File: src/rtl/io_uart_pkg.sv
// Shared types and status-word layout for the memory-mapped UART transmitter.
package io_uart_pkg;

    typedef enum logic [1:0] {
        IDLE  = 2'd0,
        START = 2'd1,
        DATA  = 2'd2,
        STOP  = 2'd3
    } tx_state_t;

    localparam int ST_ACTIVE    = 0;
    localparam int ST_EMPTY     = 1;
    localparam int ST_FULL      = 2;
    localparam int ST_OVF       = 3;
    localparam int ST_COUNT_LSB = 8;
    localparam int CMD_BIT      = 31;

endpackage

File: src/rtl/io_uart_fifo.sv
// First-word-fall-through byte FIFO; a push into a full FIFO is accepted when a pop
// happens in the same cycle.
module io_uart_fifo #(
    parameter int DEPTH = 4,
    parameter int WIDTH = 8
) (
    input  logic                       clk,
    input  logic                       reset,
    input  logic                       push,
    input  logic                       pop,
    input  logic [WIDTH-1:0]           din,
    output logic [WIDTH-1:0]           dout,
    output logic [$clog2(DEPTH):0]     count,
    output logic                       full,
    output logic                       empty
);
    localparam int PW = $clog2(DEPTH);
    localparam int CW = PW + 1;

    logic [WIDTH-1:0] mem [DEPTH];
    logic [PW-1:0]    wr_ptr;
    logic [PW-1:0]    rd_ptr;
    logic             push_ok;
    logic             pop_ok;

    assign full    = (count == CW'(DEPTH));
    assign empty   = (count == '0);
    assign pop_ok  = pop && !empty;
    assign push_ok = push && (!full || pop_ok);
    assign dout    = mem[rd_ptr];

    always_ff @(posedge clk) begin
        if (push_ok) begin
            mem[wr_ptr] <= din;
        end
    end

    always_ff @(posedge clk) begin
        if (reset) begin
            wr_ptr <= '0;
            rd_ptr <= '0;
            count  <= '0;
        end else begin
            if (push_ok) wr_ptr <= wr_ptr + PW'(1);
            if (pop_ok)  rd_ptr <= rd_ptr + PW'(1);
            case ({push_ok, pop_ok})
                2'b10:   count <= count + CW'(1);
                2'b01:   count <= count - CW'(1);
                default: count <= count;
            endcase
        end
    end

endmodule

File: src/rtl/io_uart_tx.sv
// 8N1 UART transmitter on the controller's I/O port: byte FIFO, frame FSM,
// sticky overflow flag and a registered status word.
module io_uart_tx
    import io_uart_pkg::*;
#(
    parameter int CLKS_PER_BIT = 434,
    parameter int FIFO_DEPTH   = 4
) (
    input  logic        clk,
    input  logic        reset,
    input  logic [31:0] io_data_out,
    input  logic        io_write_en,
    output logic [31:0] io_rdata,
    output logic        io_busy,
    output logic        uart_tx
);
    localparam int BW = (CLKS_PER_BIT > 1) ? $clog2(CLKS_PER_BIT) : 1;
    localparam int CW = $clog2(FIFO_DEPTH) + 1;
    localparam logic [BW-1:0] BAUD_MAX = BW'(CLKS_PER_BIT - 1);

    tx_state_t     state, state_next;
    logic [BW-1:0] baud_cnt;
    logic [2:0]    bit_idx;
    logic [7:0]    shift_q;
    logic          overflow, overflow_next;

    logic          wr_push, wr_cmd, push_acc;
    logic          pop, load, shift_en, bit_inc, baud_clr, tx_next, baud_done;
    logic [7:0]    fifo_dout;
    logic [CW-1:0] fifo_count, count_next;
    logic          fifo_full, fifo_empty;
    logic [31:0]   status_next;

    io_uart_fifo #(.DEPTH(FIFO_DEPTH), .WIDTH(8)) u_fifo (
        .clk   (clk),
        .reset (reset),
        .push  (wr_push),
        .pop   (pop),
        .din   (io_data_out[7:0]),
        .dout  (fifo_dout),
        .count (fifo_count),
        .full  (fifo_full),
        .empty (fifo_empty)
    );

    assign wr_push   = io_write_en && !io_data_out[CMD_BIT];
    assign wr_cmd    = io_write_en &&  io_data_out[CMD_BIT];
    assign push_acc  = wr_push && (!fifo_full || pop);
    assign baud_done = (baud_cnt == BAUD_MAX);

    always_comb begin
        state_next = state;
        pop        = 1'b0;
        load       = 1'b0;
        shift_en   = 1'b0;
        bit_inc    = 1'b0;
        baud_clr   = 1'b0;
        tx_next    = uart_tx;
        unique case (state)
            IDLE: begin
                baud_clr = 1'b1;
                if (!fifo_empty) begin
                    state_next = START;
                    pop        = 1'b1;
                    load       = 1'b1;
                    tx_next    = 1'b0;
                end
            end
            START: begin
                if (baud_done) begin
                    state_next = DATA;
                    baud_clr   = 1'b1;
                    tx_next    = shift_q[0];
                end
            end
            DATA: begin
                if (baud_done) begin
                    baud_clr = 1'b1;
                    if (bit_idx == 3'd7) begin
                        state_next = STOP;
                        tx_next    = 1'b1;
                    end else begin
                        bit_inc  = 1'b1;
                        shift_en = 1'b1;
                        tx_next  = shift_q[1];
                    end
                end
            end
            STOP: begin
                if (baud_done) begin
                    baud_clr = 1'b1;
                    // Chain straight into the next start bit so queued bytes leave gap-free.
                    if (!fifo_empty) begin
                        state_next = START;
                        pop        = 1'b1;
                        load       = 1'b1;
                        tx_next    = 1'b0;
                    end else begin
                        state_next = IDLE;
                    end
                end
            end
            default: state_next = IDLE;
        endcase
    end

    // Status reflects the post-edge state so a write is visible right after it is sampled.
    always_comb begin
        count_next    = fifo_count + CW'(push_acc) - CW'(pop);
        overflow_next = overflow;
        if (wr_cmd) begin
            overflow_next = 1'b0;
        end else if (wr_push && !push_acc) begin
            overflow_next = 1'b1;
        end
        status_next                       = '0;
        status_next[ST_ACTIVE]            = (state_next != IDLE);
        status_next[ST_EMPTY]             = (count_next == '0);
        status_next[ST_FULL]              = (count_next == CW'(FIFO_DEPTH));
        status_next[ST_OVF]               = overflow_next;
        status_next[ST_COUNT_LSB +: 4]    = 4'(count_next);
    end

    always_ff @(posedge clk) begin
        if (reset) begin
            state    <= IDLE;
            baud_cnt <= '0;
            bit_idx  <= '0;
            shift_q  <= '0;
            uart_tx  <= 1'b1;
            overflow <= 1'b0;
            io_rdata <= 32'h0000_0002;
            io_busy  <= 1'b0;
        end else begin
            state    <= state_next;
            baud_cnt <= baud_clr ? '0 : baud_cnt + BW'(1);
            if (load)         bit_idx <= '0;
            else if (bit_inc) bit_idx <= bit_idx + 3'd1;
            if (load)          shift_q <= fifo_dout;
            else if (shift_en) shift_q <= {1'b0, shift_q[7:1]};
            uart_tx  <= tx_next;
            overflow <= overflow_next;
            io_rdata <= status_next;
            io_busy  <= (count_next == CW'(FIFO_DEPTH));
        end
    end

endmodule

File: config.mk
export PLATFORM = sky130hd
export DESIGN_NAME = io_uart_tx
export DESIGN_NICKNAME = d
export VERILOG_FILES = /design/src/rtl/io_uart_pkg.sv /design/src/rtl/io_uart_fifo.sv /design/src/rtl/io_uart_tx.sv
export SDC_FILE = /design/constraint.sdc
export NUM_CORES = 1
export LEC_CHECK = 0
export CORE_UTILIZATION = 45
export CTS_CLUSTER_DIAMETER = 200
export DETAILED_ROUTE_END_ITERATION = 16
export PLACE_DENSITY = 0.7
export SETUP_SLACK_MARGIN = 0.2
export SLEW_MARGIN = 0
export SYNTH_ARGS = -nofsm -noshare
export SYNTH_HDL_FRONTEND = slang
export SYNTH_SLANG_ARGS = --single-unit
File: constraint.sdc
create_clock -name clk -period 6.3 [get_ports clk]
set_clock_uncertainty 0.2 [all_clocks]
set_input_delay 0.945 -clock clk [delete_from_list [all_inputs] [get_ports clk]]
set_output_delay 0.945 -clock clk [all_outputs]
set_load 0.005 [all_outputs]
==> flow_summary.toml <==
[setup_path]
required_ns = 6.39
path_delay_family = "adder cells"
worst-path-buf-inv = 2
rr_startpoint = "state[0]"
slowest_stage = "or3b_2"
arrival_ns = 3.64
critPathKind = "reg -> reg"
crit_path_start = "state[0]"
slowest_delay_ns = 0.64
cp_cell_sequence = "inv_1 > ha_1 > or3b_2 > a311oi_4 > inv_1 > ha_1 > fa_1 > xnor2_1 > or3_1 > a21oi_1"
end_kind = "flop"
crit_path_max_fanout = 11
worst_setup_path_start_kind = "flop"

[drt]
viasPerCell = 4.896
vias = 1973
ant_nets = 0
drt_iter0_markers = 75
wl_per_cell_um = 13.01
wl_um = 5244
dr.pass1.iters = 4
drc = 0

[yosys]
synth_edf_count = 32
yosys_register_bits = 71
syn_area_per_cell_um2 = 12.08
yosysWarnings = 0
ys_seq_area_share_pct = 51.84
ys_async_sr_fraction_pct = 0
synthFlopType = "dfxtp_1"
syn_area_um2 = 3359
synth.most_common_cell = "dfxtp_1"
yosysTopAreaCellShare_pct = 28.60
synthTopCellsByCount = "dfxtp_1 (39), edfxtp_1 (32), buf_4 (27)"
yosysTopAreaCell = "edfxtp_1"
synthTopCellsByArea = "edfxtp_1 (29%), dfxtp_1 (23%), buf_4 (6.0%), ha_1 (6.0%), mux4_2 (5.4%)"
ys_types = 48
netlist_instances = 278

[grt]
grt_pass1_wl_um = 8756
antenna_found_initial = 0
gr-usage-all-layers_pct = 15.47
grt_overflow = 0
grt_pass1_vias = 1832
grt_start_max_net_pins = 29

[sta]
max_freq_mhz = 281.8
relSlewSlack_pct = 58.47
hold_viol = 0
setup_tns_ns = 0
rsz0062_at_grt = "no"
setup_viol = 0
worst_slew_pin_slew_ns = 0.6072
min_period_ns = 3.548
slew_violations = 0
fin_crit_sh_pct = 56.32
finalWorstSetupSlack_ns = 2.752

[place]
dp_hpwl_um = 3612
io_buffers = 20
routabilityCongestion = 0.7547
dpl_worst_slack_ns = 2.754

[power_and_ir_drop]
ir_worst_vdd_uv = 215.4
power_density_nw_per_um2 = 358.5
p_leak_nw = 1.371

[clock_tree]
cts_setup_buffers = 0
cts_buffers = 9
clkSlewWorstSetupHoldPaths_ns = 0.08
cts_tree = "yes"
clock_sinks = 71
cts_max_path_buffers = 2
cts_resized = 0
cts_max_level = 3
ctsHoldBuffers = 0
clkLatencyLatePin_ns = 0.35
cts-root-buf = "clkbuf_8"

[floorplanning]
io_pins = 69
die_w_um = 88.41
core-area_um2 = 7253
start_util_pct = 46.32
dieArea_um2 = 7815
fp.dieH_um = 88.41
num_rows = 31

[finish]
area_growth_pct = 11.21
drive_gt1_share_pct = 11.51
n_antenna_cell = 0
layout.nets = 352

[job]
maxCapViolCount = 0

[hold_path]
worstHoldStart = "baud_cnt[0]"
hold_class = "reg -> reg"

[status]
outcome = "complete, no violations"
-- path summary, 6_finish.rpt --
check	to	slack [ns]	depth (start not counted)
max	u_fifo.count[2]	2.75	10
min	baud_cnt[0]	0.27	1
max reg2reg	u_fifo.count[2]	2.75	10
min reg2reg	baud_cnt[0]	0.27	1
-- where the power goes --
| part | internal, mW | switching, mW |
|---|---|---|
| clock | 0.151 | 0.192 |
| sequential | 0.550 | 0.0501 |
| combinational | 0.198 | 0.197 |
| total | 0.900 | 0.439 |
-- cell families (layout without fill, tap and decap cells) --
kind of cell    Yosys count  in the layout  share of synthesized area, %
flops                    71             71                         51.84
simple gates             68             68                         11.58
buf+inv                  51             53                         8.826
compound gates           36             36                         7.933
mux                      21             21                         9.423
fa+ha+maj                18             18                         7.151
xor+xnor                 12             12                         3.128
other cells               1             25                        0.1116
-- placed cells by master, fill, tap and decap left out, types with 2 or more instances in the layout --
master and count:
dfxtp_1 39, edfxtp_1 32, conb_1 25, nor2_1 21, clkdlybuf4s50_1 20, ha_1 16, inv_1 15, mux2i_1 11
nor3_1 10, a21oi_1 10, a211oi_1 9, nand2_1 9, clkbuf_8 9, mux4_2 8, xnor2_1 8, and2_1 5
and3_1 4, xor2_1 4, o21ai_0 4, nand3_1 3, nor2b_1 3, o31ai_1 2, a221o_1 2, or3_1 2
o211ai_1 2, fa_1 2, clkinvlp_4 2, inv_6 2, inv_8 2, buf_4 2
-- routing by layer --
metal / wire length [µm] / global-route usage [%] / vias up
li1: - / - / 990
met1: 2494 / 18.84 / 937
met2: 2463 / 24.90 / 36
met3: 198 / 6.437 / 10
met4: 86 / 5.279 / 0
met5: 0 / 0 / -
-- area by class of cell --
| class | instances | area, µm² |
|---|---|---|
| fill | 631 | 3517 |
| sequential | 71 | 1742 |
| multi-input combinational | 180 | 1411 |
| timing repair buffer | 22 | 215.2 |
| clock buffer | 9 | 123.9 |
| tap | 99 | 123.9 |
| clock inverter | 7 | 63.81 |
| inverter | 15 | 56.30 |
-- state kept, by name (all words and copies together) (netlist names), named ones only --
register and cells:
baud_cnt 9, bit_idx 3, io_rdata 7, shift_q 8, state 2, u_fifo.count 3
u_fifo.mem 32, u_fifo.rd_ptr 2, u_fifo.wr_ptr 2, uart_tx 1
-- through the flow --
stage / utilization, % / instance area, µm² / total power, mW / hold WS (ns) / cells
2_1_floorplan: - / 3450 / 0.9083 / 0.2295 / 302
3_3_place_gp: 48.92 / 3548 / 0.9986 / 0.2478 / 387
3_5_place_dp: 48.92 / 3548 / 1.009 / 0.2625 / 387
4_1_cts: 51.51 / 3736 / 1.353 / 0.2812 / 403
5_1_grt: 51.51 / 3736 / 1.430 / 0.3005 / 403
6_report: 51.51 / 3736 / 1.339 / 0.2714 / 403
(Power assumes the default switching activity.)
